File: src/rtl/claw_pkg.sv
`default_nettype none
// ============================================================================
// Module      : claw_pkg
// Description : Shared definitions for the claw-game axis command stage:
//               per-axis FSM state encoding, default timing parameters and
//               the bit positions of the debounced button bus.
// Revision    : 1.0 - initial release
// ============================================================================
package claw_pkg;

    typedef enum logic [1:0] {
        IDLE    = 2'd0,
        RUN     = 2'd1,
        PAUSE   = 2'd2,
        BLOCKED = 2'd3
    } axis_state_e;

    localparam int unsigned DEFAULT_PAUSE_TICKS = 4;
    localparam int unsigned DEFAULT_MAX_STEPS   = 4096;

    localparam int unsigned NUM_AXES = 2;
    localparam int unsigned BTN_W    = 4;

    localparam int unsigned BTN_AXIS0_DIR = 0;
    localparam int unsigned BTN_AXIS0_EN  = 1;
    localparam int unsigned BTN_AXIS1_DIR = 2;
    localparam int unsigned BTN_AXIS1_EN  = 3;

endpackage
`default_nettype wire

File: src/rtl/axis_lock_fsm.sv
`default_nettype none
// ============================================================================
// Module      : axis_lock_fsm
// Description : One motor axis. Converts single-cycle button presses into a
//               latched enable/direction pair, with reversal dead-time,
//               forward end-of-travel blocking and run-length timeout.
// Ports       : clk, rst (async, active-low)
//               dir_press, en_press : one-cycle press strobes
//               lim_s               : synchronised forward limit switch
//               step_tick           : one-cycle motor step strobe
//               en, dir, at_limit   : registered axis controls / status
//               timeout             : one-cycle pulse on automatic stop
// Revision    : 1.0 - initial release
// ============================================================================
module axis_lock_fsm
    import claw_pkg::*;
#(
    parameter int unsigned PAUSE_TICKS = DEFAULT_PAUSE_TICKS,
    parameter int unsigned MAX_STEPS   = DEFAULT_MAX_STEPS
) (
    input  logic clk,
    input  logic rst,
    input  logic dir_press,
    input  logic en_press,
    input  logic lim_s,
    input  logic step_tick,
    output logic en,
    output logic dir,
    output logic at_limit,
    output logic timeout
);

    localparam int unsigned STEP_W = $clog2(MAX_STEPS + 1);
    localparam int unsigned PAUSE_W = $clog2(PAUSE_TICKS + 1);
    localparam logic [STEP_W-1:0]  STEP_MAX   = STEP_W'(MAX_STEPS);
    localparam logic [PAUSE_W-1:0] PAUSE_LOAD = PAUSE_W'(PAUSE_TICKS);

    axis_state_e        state_q, state_d;
    logic               dir_q, dir_d;
    logic [STEP_W-1:0]  step_q, step_d;
    logic [PAUSE_W-1:0] pause_q, pause_d;
    logic               timeout_q, timeout_d;

    always_ff @(posedge clk or negedge rst) begin
        if (!rst) begin
            state_q   <= IDLE;
            dir_q     <= 1'b0;
            step_q    <= '0;
            pause_q   <= '0;
            timeout_q <= 1'b0;
        end else begin
            state_q   <= state_d;
            dir_q     <= dir_d;
            step_q    <= step_d;
            pause_q   <= pause_d;
            timeout_q <= timeout_d;
        end
    end

    // The direction toggle is resolved first; every decision below that
    // looks at direction uses the post-toggle value in dir_d.
    always_comb begin
        state_d   = state_q;
        dir_d     = dir_q ^ dir_press;
        step_d    = step_q;
        pause_d   = pause_q;
        timeout_d = 1'b0;

        case (state_q)
            IDLE: begin
                if (en_press) begin
                    if (lim_s && dir_d) begin
                        state_d = BLOCKED;
                    end else begin
                        state_d = RUN;
                        step_d  = '0;
                    end
                end
            end

            RUN: begin
                if (step_tick && (step_q != STEP_MAX)) begin
                    step_d = step_q + STEP_W'(1);
                end
                if (en_press) begin
                    state_d = IDLE;
                end else if (lim_s && dir_d) begin
                    state_d = BLOCKED;
                end else if (dir_press) begin
                    state_d = PAUSE;
                    pause_d = PAUSE_LOAD;
                end else if (step_d == STEP_MAX) begin
                    state_d   = IDLE;
                    timeout_d = 1'b1;
                end
            end

            PAUSE: begin
                if (step_tick && (pause_q != '0)) begin
                    pause_d = pause_q - PAUSE_W'(1);
                end
                if (en_press) begin
                    state_d = IDLE;
                end else if (pause_d == '0) begin
                    // Leave on the strobe that exhausts the dead-time.
                    state_d = (lim_s && dir_d) ? BLOCKED : RUN;
                    step_d  = '0;
                end
            end

            BLOCKED: begin
                // Only a reversal away from the limit restarts motion; the
                // switch releasing on its own does not.
                if (en_press) begin
                    state_d = IDLE;
                end else if (dir_press && !dir_d) begin
                    state_d = RUN;
                    step_d  = '0;
                end
            end

            default: begin
                state_d = IDLE;
            end
        endcase
    end

    assign en       = (state_q == RUN);
    assign dir      = dir_q;
    assign at_limit = (state_q == BLOCKED);
    assign timeout  = timeout_q;

endmodule
`default_nettype wire

File: src/rtl/claw_axis_lock.sv
`default_nettype none
// ============================================================================
// Module      : claw_axis_lock
// Description : Command-conditioning stage between the button debouncer and
//               the two stepper drivers. Owns button edge detection and the
//               limit-switch synchronisers; each axis is an axis_lock_fsm.
// Ports       : clk, rst (async, active-low)
//               btn[3:0]            : debounced levels {en1,dir1,en0,dir0}
//               limit_switches[1:0] : raw forward end-of-travel switches
//               step_tick           : one-cycle motor step strobe
//               en, dir, at_limit, timeout [1:0] : per-axis outputs
// Revision    : 1.0 - initial release
// ============================================================================
module claw_axis_lock
    import claw_pkg::*;
#(
    parameter int unsigned PAUSE_TICKS = DEFAULT_PAUSE_TICKS,
    parameter int unsigned MAX_STEPS   = DEFAULT_MAX_STEPS
) (
    input  logic                clk,
    input  logic                rst,
    input  logic [BTN_W-1:0]    btn,
    input  logic [NUM_AXES-1:0] limit_switches,
    input  logic                step_tick,
    output logic [NUM_AXES-1:0] en,
    output logic [NUM_AXES-1:0] dir,
    output logic [NUM_AXES-1:0] at_limit,
    output logic [NUM_AXES-1:0] timeout
);

    logic [BTN_W-1:0]    btn_q;
    logic [BTN_W-1:0]    press;
    logic [NUM_AXES-1:0] lim_meta;
    logic [NUM_AXES-1:0] lim_s;

    // btn_q resets low so a button held through reset release registers as
    // a press on the first clock.
    always_ff @(posedge clk or negedge rst) begin
        if (!rst) begin
            btn_q    <= '0;
            lim_meta <= '0;
            lim_s    <= '0;
        end else begin
            btn_q    <= btn;
            lim_meta <= limit_switches;
            lim_s    <= lim_meta;
        end
    end

    assign press = btn & ~btn_q;

    axis_lock_fsm #(
        .PAUSE_TICKS (PAUSE_TICKS),
        .MAX_STEPS   (MAX_STEPS)
    ) u_axis0 (
        .clk       (clk),
        .rst       (rst),
        .dir_press (press[BTN_AXIS0_DIR]),
        .en_press  (press[BTN_AXIS0_EN]),
        .lim_s     (lim_s[0]),
        .step_tick (step_tick),
        .en        (en[0]),
        .dir       (dir[0]),
        .at_limit  (at_limit[0]),
        .timeout   (timeout[0])
    );

    axis_lock_fsm #(
        .PAUSE_TICKS (PAUSE_TICKS),
        .MAX_STEPS   (MAX_STEPS)
    ) u_axis1 (
        .clk       (clk),
        .rst       (rst),
        .dir_press (press[BTN_AXIS1_DIR]),
        .en_press  (press[BTN_AXIS1_EN]),
        .lim_s     (lim_s[1]),
        .step_tick (step_tick),
        .en        (en[1]),
        .dir       (dir[1]),
        .at_limit  (at_limit[1]),
        .timeout   (timeout[1])
    );

endmodule
`default_nettype wire

File: config.mk
export PLATFORM = sky130hd
export DESIGN_NAME = claw_axis_lock
export DESIGN_NICKNAME = d
export VERILOG_FILES = /design/src/rtl/claw_pkg.sv /design/src/rtl/axis_lock_fsm.sv /design/src/rtl/claw_axis_lock.sv
export SDC_FILE = /design/constraint.sdc
export NUM_CORES = 1
export LEC_CHECK = 0
export CAP_MARGIN = 20
export CORE_MARGIN = 5
export CORE_UTILIZATION = 45
export CTS_BUF_LIST = sky130_fd_sc_hd__clkbuf_4 sky130_fd_sc_hd__clkbuf_8 sky130_fd_sc_hd__clkbuf_16
export CTS_CLUSTER_SIZE = 30
export DETAILED_ROUTE_END_ITERATION = 8
export PLACE_DENSITY = 0.71
export SLEW_MARGIN = 20
export SYNTH_ARGS = -nofsm -noshare
export SYNTH_HDL_FRONTEND = slang
export SYNTH_SLANG_ARGS = --single-unit
export TNS_END_PERCENT = 20
File: constraint.sdc
create_clock -name clk -period 4.45 [get_ports clk]
set_input_delay 1.1125 -clock clk [delete_from_list [all_inputs] [get_ports clk]]
set_output_delay 1.1125 -clock clk [all_outputs]
set_load 0.1 [all_outputs]
==> summary.txt <==
STA
  • Fin Setup TNS: 0 ns
  • Worst Skew: 0.00340 ns
  • Relative slew slack: 35.4%
  • Setup repair after global routing missed its margin: no
  • Period utilization: 76.3%
  • Worst-margin pin slew: 0.966 ns
  • Fin. Hold Viols: 0
  • Final Slew Violations: 0
  • Final setup viols: 0
  • Fmax: 294 MHz
  • Final min period: 3.40 ns

Synthesis
  • Mapped cell area: 3100 sq um
  • Synth async-reset ratio: 100%
  • Post-synth top flop: dfrtp_1
  • Post-synthesis sequential area ratio: 38.8%
  • Yosys reg bits: 48
  • Syn Area/Cell: 8.42 sq um
  • Warnings, synthesis: 0
  • Mapped Cells: 368
  • Syn nets: 387
  • Yosys cell types: 59
  • Post-synth EDFFs: 0

Placed design
  • HPWL Detailed: 4.73 mm
  • I/O Buffers: 16
  • GP Congestion: 0.903
  • Placed Area: 3210 sq um

CTS
  • Max clock buf depth: 2
  • Resize count post-CTS: 0
  • CTS Sinks: 48
  • Clock Tree Root: clkbuf_8
  • CTS tree: done
  • CTS buffer count: 5
  • Hold-fix buffers at CTS: 0
  • H-tree Lvls: 2
  • Postcts setup bufs: 0
  • Clk slew on worst S/H paths: 0.09 ns
  • Clk Latency, worst-skew pair: 0.29 ns

Pwr
  • Sequential Power Share: 33.7%
  • PD cells: 544 nW/um^2
  • Net Sw Frac: 45.5%
  • Clock power frac: 17.7%
  • Internal power: 985 uW
  • Combinational power share: 48.7%
  • Pleak: 0.00138 uW
  • P_sw: 823 uW
  • Maximum VDD drop: 415 uV

Hold path
  • HP Class: reg -> reg
  • Hold Path End: lim_s[1]$_DFF_PN0_
  • Hold path cells: 0
  • Hold_sp: lim_meta[1]$_DFF_PN0_

Floorplan
  • Row cnt: 30
  • Core area: 6760 sq um
  • Die Area: 8640 sq um
  • Initial Utilization: 45.8%
  • Ports: 17
  • Die height: 93.0 um
  • Die X-Extent: 93.0 um

Route
  • Remaining DRCs: 0
  • Pre-antenna DRT Iters: 4
  • Routed WL: 6.77 mm
  • Initial DRC count: 159
  • Drt wl/cell: 15.2 um
  • Antenna Nets Post-Route: 0
  • Vias post-DR: 2751
  • Via-to-Cell Ratio: 6.18

Final layout
  • Share of layout cells above drive strength 1: 5.75%
  • Antenna Cells: 0
  • Commonest non-fill, non-tap cell in the layout: dfrtp_1
  • Final #Nets: 383
  • # fillers: 630
  • Most frequent cells in the layout: 48 x dfrtp_1, 30 x o21ai_0, 29 x nand2_1
  • Post-route cell area: 3330 sq um
  • Layout overhead on the synthesized area: 7.43%

Critical path
  • Max Fanout on Critical Path: 19
  • WP data arrival: 3.58 ns
  • Worst r2r src: u_axis1.step_q[0]$_DFFE_PN0P_
  • Startpoint Class: input port
  • Worst r2r path cells: 8
  • Reg2reg end: u_axis1.state_q[0]$_DFFE_PN0P_
  • Crit. End Element: flop
  • WP data required: 4.64 ns
  • Reg2Reg Setup Slack: 1.37 ns
  • Kind of critical path: in -> reg

GRT
  • Initial antenna violation count: 0
  • Total track usage: 16.4%
  • Largest net degree at the start of global routing: 49
  • Global-route wire length before repair: 11.8 mm
  • Grt peak-use layer: met2
  • Vias in the first global route: 2632
  • Routing usage on met1: 21.2%
  • Global routing usage on met3: 3.17%
  • Total global routing overflow: 0
  • GR Util met2: 27.3%

Status
  • Status: complete, no violations

Job
  • Max-cap violations: 0
## power groups by stage
| stage | registers [uW] | logic (uW) | clock network [uW] |
|---|---|---|---|
| finish | 609 | 880 | 320 |
| global route | 627 | 963 | 351 |
| floorplan | 574 | 739 | 0 |
| CTS | 607 | 877 | 332 |
| global placement | 615 | 852 | 0 |
| detailed placement | 616 | 874 | 0 |
## metal layers
metal	part of all wire, %	vias up
li1	-	1331
met1	47	1340
met2	48	68
met3	3.7	12
met4	1.6	0
met5	0	-
## area by class of cell
class / instances / area [sq um] / share of cell area (%)
timing repair buffer: 18 / 168 / 5.04
clock inverter: 2 / 35.0 / 1.05
sequential: 48 / 1200 / 36.1
tap: 80 / 100 / 3.01
inverter: 26 / 97.6 / 2.93
multi-input combinational: 265 / 1650 / 49.6
clock buffer: 6 / 76.3 / 2.29
## how the worst max path moves through the flow
stage	start	endpoint	slack [ns]	cells past startpoint
6_report	step_tick	u_axis1.state_q[0]$_DFFE_PN0P_	1.05	8
2_1_floorplan	step_tick	u_axis1.state_q[0]$_DFFE_PN0P_	1.14	7
3_3_place_gp	step_tick	u_axis1.state_q[0]$_DFFE_PN0P_	0.75	8
3_5_place_dp	step_tick	u_axis1.state_q[0]$_DFFE_PN0P_	0.73	8
4_1_cts	step_tick	u_axis1.state_q[0]$_DFFE_PN0P_	1.05	8
5_1_grt	step_tick	u_axis1.state_q[0]$_DFFE_PN0P_	0.90	8
## synth_stat cells (all sizes together) (2+ instances only)
master | instances | area share, %
a2bb2oi | 2 | 0.57
and3 | 6 | 1.2
nor2 | 25 | 3.0
mux2 | 2 | 0.73
inv | 25 | 3.0
buf | 12 | 2.7
nor4b | 2 | 0.57
o21a | 2 | 0.53
xnor2 | 4 | 1.1
nand4 | 9 | 1.8
nor3 | 15 | 2.4
a21o | 2 | 0.53
o21ai | 34 | 5.5
mux2i | 3 | 0.97
ha | 10 | 4.0
nand2 | 29 | 3.5
a22o | 2 | 0.57
o41ai | 2 | 0.81
nor4 | 6 | 1.2
or3 | 4 | 0.81
a21oi | 21 | 3.4
nand3 | 13 | 2.1
dfrtp | 48 | 39
xor2 | 3 | 0.85
a211oi | 2 | 0.48
a41oi | 2 | 0.57
nor2b | 5 | 1.0
a221o | 2 | 0.65
or4 | 5 | 1.2
o22ai | 7 | 1.4
o31ai | 5 | 1.7
or4b | 3 | 1.2
clkbuf | 17 | 2.1
nand2b | 9 | 1.8
o32a | 2 | 0.65
a31oi | 14 | 2.8
## sequential cells by signal (all words and copies together) (netlist names)
register         count
btn_q                4
lim_meta             2
lim_s                2
u_axis0.dir          1
u_axis0.pause_q      3
u_axis0.state_q      2
u_axis0.step_q      13
u_axis0.timeout      1
u_axis1.dir          1
u_axis1.pause_q      3
u_axis1.state_q      2
u_axis1.step_q      13
u_axis1.timeout      1
## metrics by stage
stage	utilization [%]	setup slack [ns]	hold WS (ns)	power, uW	cells
after floorplan	-	1.14	0.331	1310	368
after global placement	47.6	0.754	0.334	1470	437
after detailed placement	47.6	0.728	0.336	1490	437
after CTS	49.2	1.05	0.358	1820	445
after global routing	49.2	0.895	0.376	1940	445
final	49.2	1.05	0.355	1810	445
## critical path, cell delays in order
cell and delay (ns):
clkdlybuf4s50_1 0.48, buf_4 0.24, nand3_1 0.11, nor4_1 0.27, a221oi_1 0.07, or4_1 0.50, or4_1 0.44, a221o_1 0.36
## cell families (layout without fill, tap and decap cells)
| kind of cell | Yosys count | count (layout) | share of synthesized area (%) |
|---|---|---|---|
| fa+ha+maj | 10 | 10 | 4.04 |
| flops | 48 | 48 | 38.8 |
| simple gates | 135 | 135 | 22.9 |
| compound gates | 108 | 108 | 22.7 |
| xor+xnor | 7 | 7 | 1.98 |
| mux | 5 | 5 | 1.70 |
| buf+inv | 55 | 52 | 7.96 |
Power figures use the tool's default switching activity.
